## config.mk

```make
export PLATFORM = sky130hd
export DESIGN_NAME = mux_tree_pipe
export DESIGN_NICKNAME = d
export VERILOG_FILES = /design/src/rtl/mux_tree_pkg.sv /design/src/rtl/mux_tree_level.sv /design/src/rtl/mux_tree_pipe.sv
export SDC_FILE = /design/constraint.sdc
export NUM_CORES = 1
export LEC_CHECK = 0
export ABC_AREA = 1
export BUFFER_PORTS_ARGS = -buffer_cell sky130_fd_sc_hd__buf_2
export CAP_MARGIN = 0
export CORE_UTILIZATION = 40
export DETAILED_ROUTE_END_ITERATION = 10
export PLACE_DENSITY = 0.68
export SLEW_MARGIN = 20
export SYNTH_ARGS = -nofsm -noshare
export SYNTH_HDL_FRONTEND = slang
export SYNTH_SLANG_ARGS = --single-unit
```

## constraint.sdc

```tcl
create_clock -name clk -period 1.05 [get_ports clk]
set_input_delay 0.1575 -clock clk [delete_from_list [all_inputs] [get_ports clk]]
set_output_delay 0.1575 -clock clk [all_outputs]
set_load 0.02 [all_outputs]
```

## src/rtl/mux_tree_pkg.sv

```systemverilog
// Shared definitions for the pipelined mux tree: stage control record,
// elaboration limits and a clog2 helper that never returns 0.
package mux_tree_pkg;

  localparam int MUX_TREE_MAX_N = 64;

  typedef struct packed {
    logic valid;
    logic err;
  } stage_ctrl_t;

  // Select/level count for an n-input tree; a 2-input tree still needs one level.
  function automatic int clog2_min1(input int n);
    int r;
    r = 0;
    for (int i = 0; i < 31; i++) begin
      if ((1 << i) < n) r = i + 1;
    end
    return (r < 1) ? 1 : r;
  endfunction

endpackage

```

## src/rtl/mux_tree_level.sv

```systemverilog
// One tree level: a row of 2:1 muxes steered by the low select bit, one register
// slice and its valid/ready advance logic. Err flops exist only with MUX_TREE_PIPE_SEL_ERR_EN.
module mux_tree_level
  import mux_tree_pkg::*;
#(
  parameter int W      = 8,
  parameter int N_CAND = 2,
  parameter int SW     = 1
) (
  input  logic                    clk,
  input  logic                    rst_n,
  input  stage_ctrl_t             in_ctrl,
  output logic                    in_ready,
  input  logic [N_CAND*W-1:0]     in_data,
  input  logic [SW-1:0]           in_sel,
  output stage_ctrl_t             out_ctrl,
  input  logic                    out_ready,
  output logic [(N_CAND/2)*W-1:0] out_data,
  output logic [SW-1:0]           out_sel
);

  localparam int N_OUT = N_CAND / 2;

  logic                 advance;
  logic                 load;
  logic [N_OUT*W-1:0]   mux_d;
  logic                 vld_p0;
  logic [N_OUT*W-1:0]   data_p0;
  logic [SW-1:0]        sel_p0;

  // A slice accepts when empty or when its current beat leaves in the same cycle.
  assign advance  = vld_p0 && out_ready;
  assign in_ready = !vld_p0 || advance;
  assign load     = in_ctrl.valid && in_ready;

  always_comb begin
    mux_d = '0;
    for (int i = 0; i < N_OUT; i++) begin
      mux_d[i*W +: W] = in_sel[0] ? in_data[(2*i+1)*W +: W] : in_data[(2*i)*W +: W];
    end
  end

  // ---- stage register ----
  always_ff @(posedge clk or negedge rst_n) begin
    if (!rst_n) begin
      vld_p0  <= 1'b0;
      data_p0 <= '0;
      sel_p0  <= '0;
    end else if (load) begin
      vld_p0  <= 1'b1;
      data_p0 <= mux_d;
      sel_p0  <= in_sel >> 1;
    end else if (advance) begin
      vld_p0  <= 1'b0;
    end
  end

  assign out_data = data_p0;
  assign out_sel  = sel_p0;

`ifdef MUX_TREE_PIPE_SEL_ERR_EN
  logic err_p0;

  always_ff @(posedge clk or negedge rst_n) begin
    if (!rst_n) begin
      err_p0 <= 1'b0;
    end else if (load) begin
      err_p0 <= in_ctrl.err;
    end
  end

  assign out_ctrl = '{valid: vld_p0, err: err_p0};
`else
  logic unused_err;
  assign unused_err = in_ctrl.err;
  assign out_ctrl   = '{valid: vld_p0, err: 1'b0};
`endif

endmodule

```

## src/rtl/mux_tree_pipe.sv

```systemverilog
// Pipelined N_IN-to-1 mux tree with valid/ready on both sides, one register per level.
// Define MUX_TREE_PIPE_SEL_ERR_EN to flag beats whose select is out of range on out_err.
module mux_tree_pipe
  import mux_tree_pkg::*;
#(
  parameter int N_IN = 4,
  parameter int W    = 8,
  parameter int SW   = clog2_min1(N_IN),
  parameter int L    = clog2_min1(N_IN)
) (
  input  logic              clk,
  input  logic              rst_n,
  input  logic              in_valid,
  output logic              in_ready,
  input  logic [N_IN*W-1:0] in_data,
  input  logic [SW-1:0]     in_sel,
  output logic              out_valid,
  input  logic              out_ready,
  output logic [W-1:0]      out_data,
  output logic              out_err
);

  localparam int NP        = 1 << L;
  localparam int BUS_WORDS = 2 * NP - 1;

  if (N_IN < 2) begin : g_chk_min
    $error("mux_tree_pipe: N_IN must be at least 2");
  end
  if (N_IN > MUX_TREE_MAX_N) begin : g_chk_max
    $error("mux_tree_pipe: N_IN exceeds MUX_TREE_MAX_N");
  end
  if (W < 1) begin : g_chk_w
    $error("mux_tree_pipe: W must be at least 1");
  end
  if (SW != clog2_min1(N_IN) || L != clog2_min1(N_IN)) begin : g_chk_derived
    $error("mux_tree_pipe: SW and L are derived from N_IN and must not be overridden");
  end

  // Word offset of the candidate set entering level k; all boundaries share one flat bus.
  function automatic int bnd_off(input int k);
    return 2 * NP - 2 * (NP >> k);
  endfunction

  logic [BUS_WORDS*W-1:0] data_bus;
  logic [(L+1)*SW-1:0]    sel_bus;
  stage_ctrl_t            ctrl_bus [0:L];
  logic [L:0]             rdy_bus;
  logic                   sel_err;
  logic                   unused_sel;

  // Leaves beyond N_IN read as zero, so an out-of-range select forwards 0.
  assign data_bus[0 +: NP*W] = (NP*W)'(in_data);
  assign sel_bus[0 +: SW]    = in_sel;
  assign ctrl_bus[0]         = '{valid: in_valid, err: sel_err};
  assign rdy_bus[L]          = out_ready;
  assign in_ready            = rdy_bus[0];

`ifdef MUX_TREE_PIPE_SEL_ERR_EN
  if (NP != N_IN) begin : g_err
    assign sel_err = (in_sel >= SW'(N_IN));
  end else begin : g_no_err
    assign sel_err = 1'b0;
  end
`else
  assign sel_err = 1'b0;
`endif

  for (genvar k = 0; k < L; k++) begin : g_lvl
    localparam int NC      = NP >> k;
    localparam int OFF_IN  = bnd_off(k);
    localparam int OFF_OUT = bnd_off(k + 1);

    mux_tree_level #(
      .W      (W),
      .N_CAND (NC),
      .SW     (SW)
    ) u_level (
      .clk       (clk),
      .rst_n     (rst_n),
      .in_ctrl   (ctrl_bus[k]),
      .in_ready  (rdy_bus[k]),
      .in_data   (data_bus[OFF_IN*W +: NC*W]),
      .in_sel    (sel_bus[k*SW +: SW]),
      .out_ctrl  (ctrl_bus[k+1]),
      .out_ready (rdy_bus[k+1]),
      .out_data  (data_bus[OFF_OUT*W +: (NC/2)*W]),
      .out_sel   (sel_bus[(k+1)*SW +: SW])
    );
  end

  // Every select bit is consumed by the last level; what remains is always zero.
  assign unused_sel = ^sel_bus[L*SW +: SW];

  assign out_valid = ctrl_bus[L].valid;
  assign out_err   = ctrl_bus[L].err;
  assign out_data  = data_bus[(BUS_WORDS-1)*W +: W];

endmodule

```

Word level (Yosys, flattened, before mapping). Index checks and enable logic that the tools add are counted.

Bits in read-only memories: 0. Word-level logic and storage cells: 21. Output and inout port bits: 11. Memory bits (writable): 0. Memories kept: 0. Bits in registers: 27. Latch bits: 0. Input port bits: 38.

Eq/ne operators: 0. Multiply operators: 0. Muxes and demuxes: 7. Shifts and indexed selects: 0. Reductions and logical operators: 9. $lt $le $gt $ge: 0. Add/sub/neg operators: 0. Bitwise gates (word level): 0. Divide/modulo/power cells: 0.

Operator list (count): $mux W8 (3); $mux W1 (4); $reduce_bool A2 Y1 (2); $logic_and A1 B1 Y1 (3); $logic_not A1 Y1 (2); $logic_or A1 B1 Y1 (2).

Logic depth before layout (Yosys ltp). Gate-level depths: netlist of run 1.

Depth in word-level cells: 6. Depth in mapped cells: 7. Depth with buffers taken out: 6.

Modules after synthesis. Synthesis of run 1 repeated with hierarchy kept, for this count alone.

Cells, all modules: 207. Area total of the unflattened synthesis: 1467.7 um^2.

By module, submodules not included: mux_tree_level at g_lvl[0].u_level (instances 1, area each 939.7 um^2, seq. area each 450.4 um^2, cells an instance 133); mux_tree_level at g_lvl[1].u_level (instances 1, area each 524.3 um^2, seq. area each 250.2 um^2, cells an instance 73); mux_tree_pipe (instances 1, area each 3.8 um^2, seq. area each 0.0 um^2, cells an instance 1).

Least setup slack after synthesis of run 1. Ideal clock, no wire load.

Kind: reg2reg. Start: register g_lvl[1].u_level.vld_p0. End: register g_lvl[0].u_level.data_p0[0]. Arrival: 0.995 ns. Path buffers: 2. Required time: 0.933 ns. Period minus slack after synthesis: 1.112 ns. Cell stages (with the launch flop): 6. Slack: -0.062 ns. Setup time: 0.117 ns. Cell sequence: dfrtp_1 -> nand3_2 -> clkbuf_8 -> buf_8 -> nand3_1 -> nand2_1.

Cells in the longest elaborated chain, start to end: 5. Elaborated cells between the ends (all ways): 6. Those cells by class: 6 x reduce/logical.

RTL lines: start, declared (line mux_tree_level.sv:27) `logic vld_p0;`; start signal, assigned (line mux_tree_level.sv:46) `vld_p0 <= 1'b0;`; start signal, assigned (line mux_tree_level.sv:50) `vld_p0 <= 1'b1;`; start signal, assigned (line mux_tree_level.sv:54) `vld_p0 <= 1'b0;`; $logic_not A1 Y1 / $logic_and A1 B1 Y1 (equally long branches) (line mux_tree_level.sv:33, mux_tree_level.sv:32); $logic_or A1 B1 Y1 * (line mux_tree_level.sv:33) `assign in_ready = !vld_p0 || advance;`; $logic_and A1 B1 Y1 * (line mux_tree_level.sv:32) `assign advance = vld_p0 && out_ready;`; $logic_or A1 B1 Y1 * (line mux_tree_level.sv:33); net in_ready (line mux_tree_pipe.sv:14) `output logic in_ready,`; $logic_and A1 B1 Y1 * (line mux_tree_level.sv:34) `assign load = in_ctrl.valid && in_ready;`; end signal, assigned (line mux_tree_level.sv:51) `data_p0 <= mux_d;`; end, declared (line mux_tree_level.sv:28) `logic [N_OUT*W-1:0] data_p0;`.

Mark *: on every way through the listed nets, which the timed path passes. The rest lies on a longest branch. A chain may end at the register's enable or synchronous reset.

Final worst setup path of run 1.
Start: register g_lvl[0].u_level.vld_p0. End: output in_ready.

Cells in the longest elaborated chain, start to end: 2. Elaborated cells between the ends (all ways): 3. Those cells by class: 3 x reduce/logical.

RTL lines (line): start, declared (mux_tree_level.sv:27); start signal, assigned (mux_tree_level.sv:46); start signal, assigned (mux_tree_level.sv:50); start signal, assigned (mux_tree_level.sv:54); $logic_not A1 Y1 / $logic_and A1 B1 Y1 (equally long branches) (mux_tree_level.sv:33, mux_tree_level.sv:32); $logic_or A1 B1 Y1 * (mux_tree_level.sv:33); end, declared (mux_tree_pipe.sv:14).

Mark *: on every way between the ends. The rest lies on a longest branch, timed or not.

==> results.md, run 1 <==
* Count of final hold-check violations at 0
* Syn Nets at 241
* Max Cap Viol at 0
* Starting Density at 0.432
* # DRC at 0
* Largest net degree at the start of global routing at 19
* Post-synthesis sequential area ratio at 0.455
* Yosys warns at 0
* Synth Area in Simple Gates at 0.376
* CP Capture Type: primary output
* Worst r2r dst: g_lvl[0].u_level.out_data[3]$_DFFE_PN0P_
* Library cells used by synthesis at 14
* Clock tree from TritonCTS: yes
* Hold Path Sink: g_lvl[0].u_level.out_sel[0]$_DFFE_PN0P_
* GRT Residual Overflow at 0
* Final setup skew at 0.00151 ns
* Clock power frac at 0.205
* Area grow syn2layout at 19.8%
* Die area at 0.00396 mm^2
* Share of layout cells above drive strength 1 at 0.291
* Cell Pwr Density at 1580 mW/mm^2
* Worst r2r src: g_lvl[0].u_level.vld_p0$_DFFE_PN0P_
* Fill count at 368
* Dpl hpwl at 2.06 mm
* Final Max Slew Viols at 0
* Critical-path maximum fanout at 4
* Sequential share of power at 0.493
* Met3 wire len at 142 um
* Critical path class: reg2out
* Internal at 0.00186 W
* Antenna-violating nets left at 0
* Worst Setup SP: g_lvl[0].u_level.vld_p0$_DFFE_PN0P_
* Pleak at 1.05 nW
* Vias at 1254
* Buffers on Ports at 47
* Mux contribution to synthesized area at 0
* Sw frac at 0.337
* VDD IR max at 464 uV
* N_diodes at 0
* DR top layer: met4
* Final hold slack at 0.117 ns
* Fmax at 911 MHz
* Routed wl met2 at 1.14 mm
* NetSw at 0.000946 W
* FF-to-FF path depth at 5
* Synth area leaders: dfrtp_1, nand2_1, buf_4
* Synth Instances at 203
* Cell taking the most area after synthesis: dfrtp_1
* Worst hold path type: in2reg
* Root Driver: clkbuf_8
* Synth Area in XOR/XNOR at 0
* Worst hold path startpoint: in_sel[1]
* Initial antenna violation count at 0
* Critical Path RT at 0.89 ns
* DR iter-0 viols at 46
* CTS Sinks at 27
* Mean post-synth cell area at 7.32 um^2
* Synth Cell Area at 0.00149 mm^2
* Setup violations, final at 3
* Synth Area in Compound Gates at 0.0269
* First-pass GRT wire length at 4.93 mm
* Clock Path Buffers at 2
* Length of the first detailed-routing pass in iterations at 4
* CP arrival at 0.94 ns
* Total Power at 0.00281 W
* Main combinational cell family by area after synthesis: simple AND/OR/NAND/NOR gates
* Routed WL at 2.71 mm
* Fin util at 0.517
* Outcome: finished, violations left
* Nets at 283
* Avg Vias per Cell at 4.32
* Crit share post-route at 1.05
* I/O Pins at 49
* Post-synthesis adder-cell area fraction at 0
* Tot GR Track Use at 0.157
* M1 WL at 1.36 mm
* Core ar. at 0.00344 mm^2
* Setup slack, reg-to-reg at -0.01 ns
* Final worst path period need at 1.10 ns
* Rows at 21
* Die height at 63.0 um
* RePlAce Congestion at 0.788
* CTS H-tree depth at 1
* Setup crit start kind: flop
* Setup slack after layout at -0.0478 ns
* Yosys top cell area share at 0.455
* Yosys reg bits at 27
* Routed length per instance at 9.33 um
* Die W at 63.0 um
* Violated checks: negative setup slack
* Vias in the first global route at 1103
* Logic pwr share at 0.302
* RSZ-0062 raised after global routing: true
* Num CTS Buffers at 3
* Clock insertion delay at the later pin of the skew report at 0.27 ns
* Worst-path clk slew at 0.09 ns
* Hold path cells at 3
[per-layer routing]
metal	up-vias	GRT usage
li1	687	-
met1	516	0.215
met2	46	0.245
met3	5	0.0182
met4	0	0.0785
met5	-	0
[how the worst max path moves through the flow]
| stage | endpoint | slack [ns] | depth (start not counted) |
|---|---|---|---|
| floorplan | g_lvl[0].u_level.out_data[0]$_DFFE_PN0P_ | 0.005 | 5 |
| global placement | g_lvl[1].u_level.out_data[7]$_DFFE_PN0P_ | 0.002 | 3 |
| detailed placement | g_lvl[0].u_level.out_data[9]$_DFFE_PN0P_ | -0.01 | 4 |
| CTS | in_ready | -0.05 | 2 |
| global route | in_ready | -0.08 | 2 |
| finish | in_ready | -0.05 | 2 |
[sequential cells by signal, indices dropped and copies added (netlist names)]
signal,flops
g_lvl.u_level.out_sel,1
g_lvl.u_level.out_data,24
g_lvl.u_level.vld_p0,2
[power by group through the flow]
stage | registers (W) | logic (W) | clock network (W)
4_1_cts | 0.00139 | 0.000849 | 0.000595
3_3_place_gp | 0.00141 | 0.000801 | 0
6_report | 0.00138 | 0.000849 | 0.000575
2_1_floorplan | 0.00137 | 0.000722 | 0
5_1_grt | 0.00143 | 0.000974 | 0.000619
3_5_place_dp | 0.00140 | 0.000814 | 0
[cell usage after synthesis]
cell type,n
buf_4,12
nand2_1,112
nand3_1,17
conb_1,1
inv_2,1
buf_2,2
dfrtp_1,27
inv_1,10
buf_6,2
clkbuf_8,1
nand2_2,7
o21ai_0,8
buf_8,2
nand3_2,1
[stage by stage]
step	area, um^2	setup slack [ns]	setup TNS, ns	cells
2_1_floorplan	1490	0.00488	0	203
3_3_place_gp	1670	0.00193	0	281
3_5_place_dp	1670	-0.0143	-0.0579	281
4_1_cts	1760	-0.0539	-0.0539	289
5_1_grt	1780	-0.0839	-0.784	290
6_report	1780	-0.0478	-0.0558	290
[cell type report]
cell class | instances | area, um^2 | area share
clock buffers | 3 | 41.3 | 0.0232
clock inverters | 1 | 5.00 | 0.00281
inverters | 11 | 41.3 | 0.0232
multi-input cells | 146 | 621 | 0.349
flip-flops and latches | 27 | 678 | 0.381
well taps | 46 | 57.6 | 0.0323
repair buffers | 56 | 337 | 0.189
[repair_timing]
| item | in CTS | in global routing |
|---|---|---|
| pin swaps | 1 | 1 |
| setup endpoints to repair | 19 | 20 |
| hold buffers | 1 | 0 |
| endpoints found under the hold margin | 11 | 0 |
| resized for setup | 4 | 3 |
| setup buffers | 3 | 1 |
[worst max-delay path: stages, from the launching register on]
cell and delay (ns):
dfrtp_1 0.41, nand3_4 0.12, buf_6 0.13
[kinds of logic (layout without fill, tap and decap cells)]
kind of cell,Yosys count,after routing
buffers and inverters,30,71
AND/OR/NAND/NOR,137,137
other,1,1
AO/OA/AOI/OAI,8,8
flip-flops,27,27
[cell usage in the layout (no fill, tap or decap), types with 2 or more instances in the layout]
master	Yosys	routed
nand2_1	112	112
clkbuf_8	1	3
buf_12	0	2
dfrtp_2	0	2
buf_2	2	46
nand2_2	7	6
inv_1	10	10
nand3_1	17	16
buf_4	12	6
o21ai_0	8	7
dfrtp_1	27	25
Note: power is estimated with default switching activity, not from simulation.
==> run 2: changes to the inputs <==
- CORE_UTILIZATION: 40 -> 50
- PLACE_DENSITY: 0.68 -> 0.81
==> results.md, run 2 (synthesized netlist as in run 1, its figures left out) <==
* Outcome: finished, violations left
* Violated checks: negative setup slack
* DR iter-0 viols at 25
* CP arrival at 0.98 ns
* Max FFs per register at 24
* Internal at 0.00197 W
* Cell Pwr Density at 1570 mW/mm^2
* Worst-path clk slew at 0.13 ns
* Clock insertion delay at the later pin of the skew report at 0.31 ns
* Initial antenna violation count at 0
* Clock tree from TritonCTS: yes
* Clock power frac at 0.142
* N_diodes at 0
* # DRC at 0
* Max Cap Viol at 0
* GRT Residual Overflow at 0
* Most frequent cells in the layout: nand2_1, buf_2, dfrtp_1
* Setup slack, reg-to-reg at 0.01 ns
* Placed cells at 266
* Rows at 19
* Critical Path RT at 0.89 ns
* Worst hold path type: in2reg
* RePlAce Congestion at 0.803
* Die height at 56.5 um
* Fill count at 239
* Met1 Usage GRT at 0.279
* Vias at 1297
* Num CTS Buffers at 3
* FF-to-FF path depth at 5
* GRT busiest layer: met2
* CTS Sinks at 27
* Avg Vias per Cell at 4.62
* First-pass GRT wire length at 4.89 mm
* RSZ-0062 raised after global routing: true
* Worst hold path startpoint: in_sel[1]
* Fmax at 876 MHz
* Final Max Slew Viols at 0
* Met2 Use GR at 0.309
* Share of layout cells above drive strength 1 at 0.340
* Core ar. at 0.00278 mm^2
* Count of final hold-check violations at 0
* Final setup skew at 0.00214 ns
* Dpl hpwl at 2.06 mm
* Sequential share of power at 0.477
* Placed cell area at 0.00166 mm^2
* Critical-path maximum fanout at 3
* I/O Pins at 49
* Largest net degree at the start of global routing at 19
* Buffers on Ports at 47
* GR Layer Usage met3 at 0.00691
* Setup crit start kind: flop
* Setup slack after layout at -0.0917 ns
* Tot GR Track Use at 0.192
* NetSw at 0.000994 W
* Critical path class: reg2out
* Commonest non-fill, non-tap cell in the layout: nand2_1
* CTS H-tree depth at 1
* Total Power at 0.00296 W
* Worst r2r dst: g_lvl[0].u_level.out_data[14]$_DFFE_PN0P_
* Crit share post-route at 1.09
* Worst r2r src: g_lvl[0].u_level.vld_p0$_DFFE_PN0P_
* Hold path cells at 3
* Pleak at 1.10 nW
* Setup TNS at -0.126 ns
* Setup violations, final at 2
* Sw frac at 0.335
* VDD IR max at 1110 uV
* Nets at 289
* Clock Path Buffers at 2
* Die W at 56.5 um
* Non-Filler Instances at 281
* Antenna-violating nets left at 0
* Root Driver: clkbuf_4
* Routed length per instance at 10.1 um
* Logic pwr share at 0.381
* Setup WS pre-CTS at 0.0240 ns
* Worst Setup SP: g_lvl[0].u_level.vld_p0$_DFFE_PN0P_
* Vias in the first global route at 1148
* CP Capture Type: primary output
* Routed WL at 2.84 mm
* Area grow syn2layout at 26.9%
* Post-route cell area at 0.00189 mm^2
* Final worst path period need at 1.14 ns
* Hold Path Sink: g_lvl[0].u_level.out_sel[0]$_DFFE_PN0P_
* Die area at 0.00320 mm^2
* Length of the first detailed-routing pass in iterations at 4
* Starting Density at 0.534
run 2: changes by cell type in the layout (fill, tap and decap cells not counted), sizes merged:
cell	delta
buf	+5
clkbuf	+2
clkinv	-1
run 2: worst max path at each step:
stage,slack [ns],to
floorplan,0.005,g_lvl[0].u_level.out_data[0]$_DFFE_PN0P_
global placement,0.04,g_lvl[0].u_level.out_data[2]$_DFFE_PN0P_
detailed placement,0.02,g_lvl[0].u_level.out_data[8]$_DFFE_PN0P_
CTS,-0.09,in_ready
global route,-0.13,in_ready
finish,-0.09,in_ready
run 2: metal layers:
layer	part of all wire	vias to the layer above
met2	0.48	37
met4	0	0
li1	-	698
met1	0.48	562
met3	0.033	0
met5	0	-
run 2: power by group through the flow:
| stage | Sequential [W] | Clock [W] | Combinational [W] |
|---|---|---|---|
| after CTS | 0.00139 | 0.000440 | 0.000865 |
| after floorplan | 0.00137 | 0 | 0.000722 |
| after detailed placement | 0.00141 | 0 | 0.000827 |
| after global placement | 0.00141 | 0 | 0.000809 |
| final | 0.00141 | 0.000420 | 0.00113 |
| after global routing | 0.00144 | 0.000482 | 0.00125 |
run 2: critical path, stage by stage, from the launching register on:
cell and delay (ns):
dfrtp_1 0.44, nand3_4 0.11, buf_6 0.13
run 2: final cells by class:
| type | count | area [um^2] | share of cell area |
|---|---|---|---|
| flip-flops and latches | 27 | 678 | 0.360 |
| multi-input cells | 146 | 662 | 0.351 |
| repair buffers | 62 | 437 | 0.232 |
| inverters | 11 | 43.8 | 0.0232 |
| well taps | 31 | 38.8 | 0.0206 |
| clock buffers | 4 | 26.3 | 0.0139 |
run 2: through the flow:
stage / utilization / hold slack [ns]
2_1_floorplan: - / -0.138
3_3_place_gp: 0.598 / 0.0557
3_5_place_dp: 0.598 / 0.0564
4_1_cts: 0.626 / 0.0846
5_1_grt: 0.678 / 0.0697
6_report: 0.678 / 0.0810
run 2: repair_timing:
item | CTS | global route
gates cloned | 0 | 1
hold buffers | 1 | 0
hold endpoints to repair | 27 | 0
setup endpoints to repair | 2 | 36
resized for setup | 4 | 26
buffers inserted | 3 | 8
pin swaps | 1 | 3
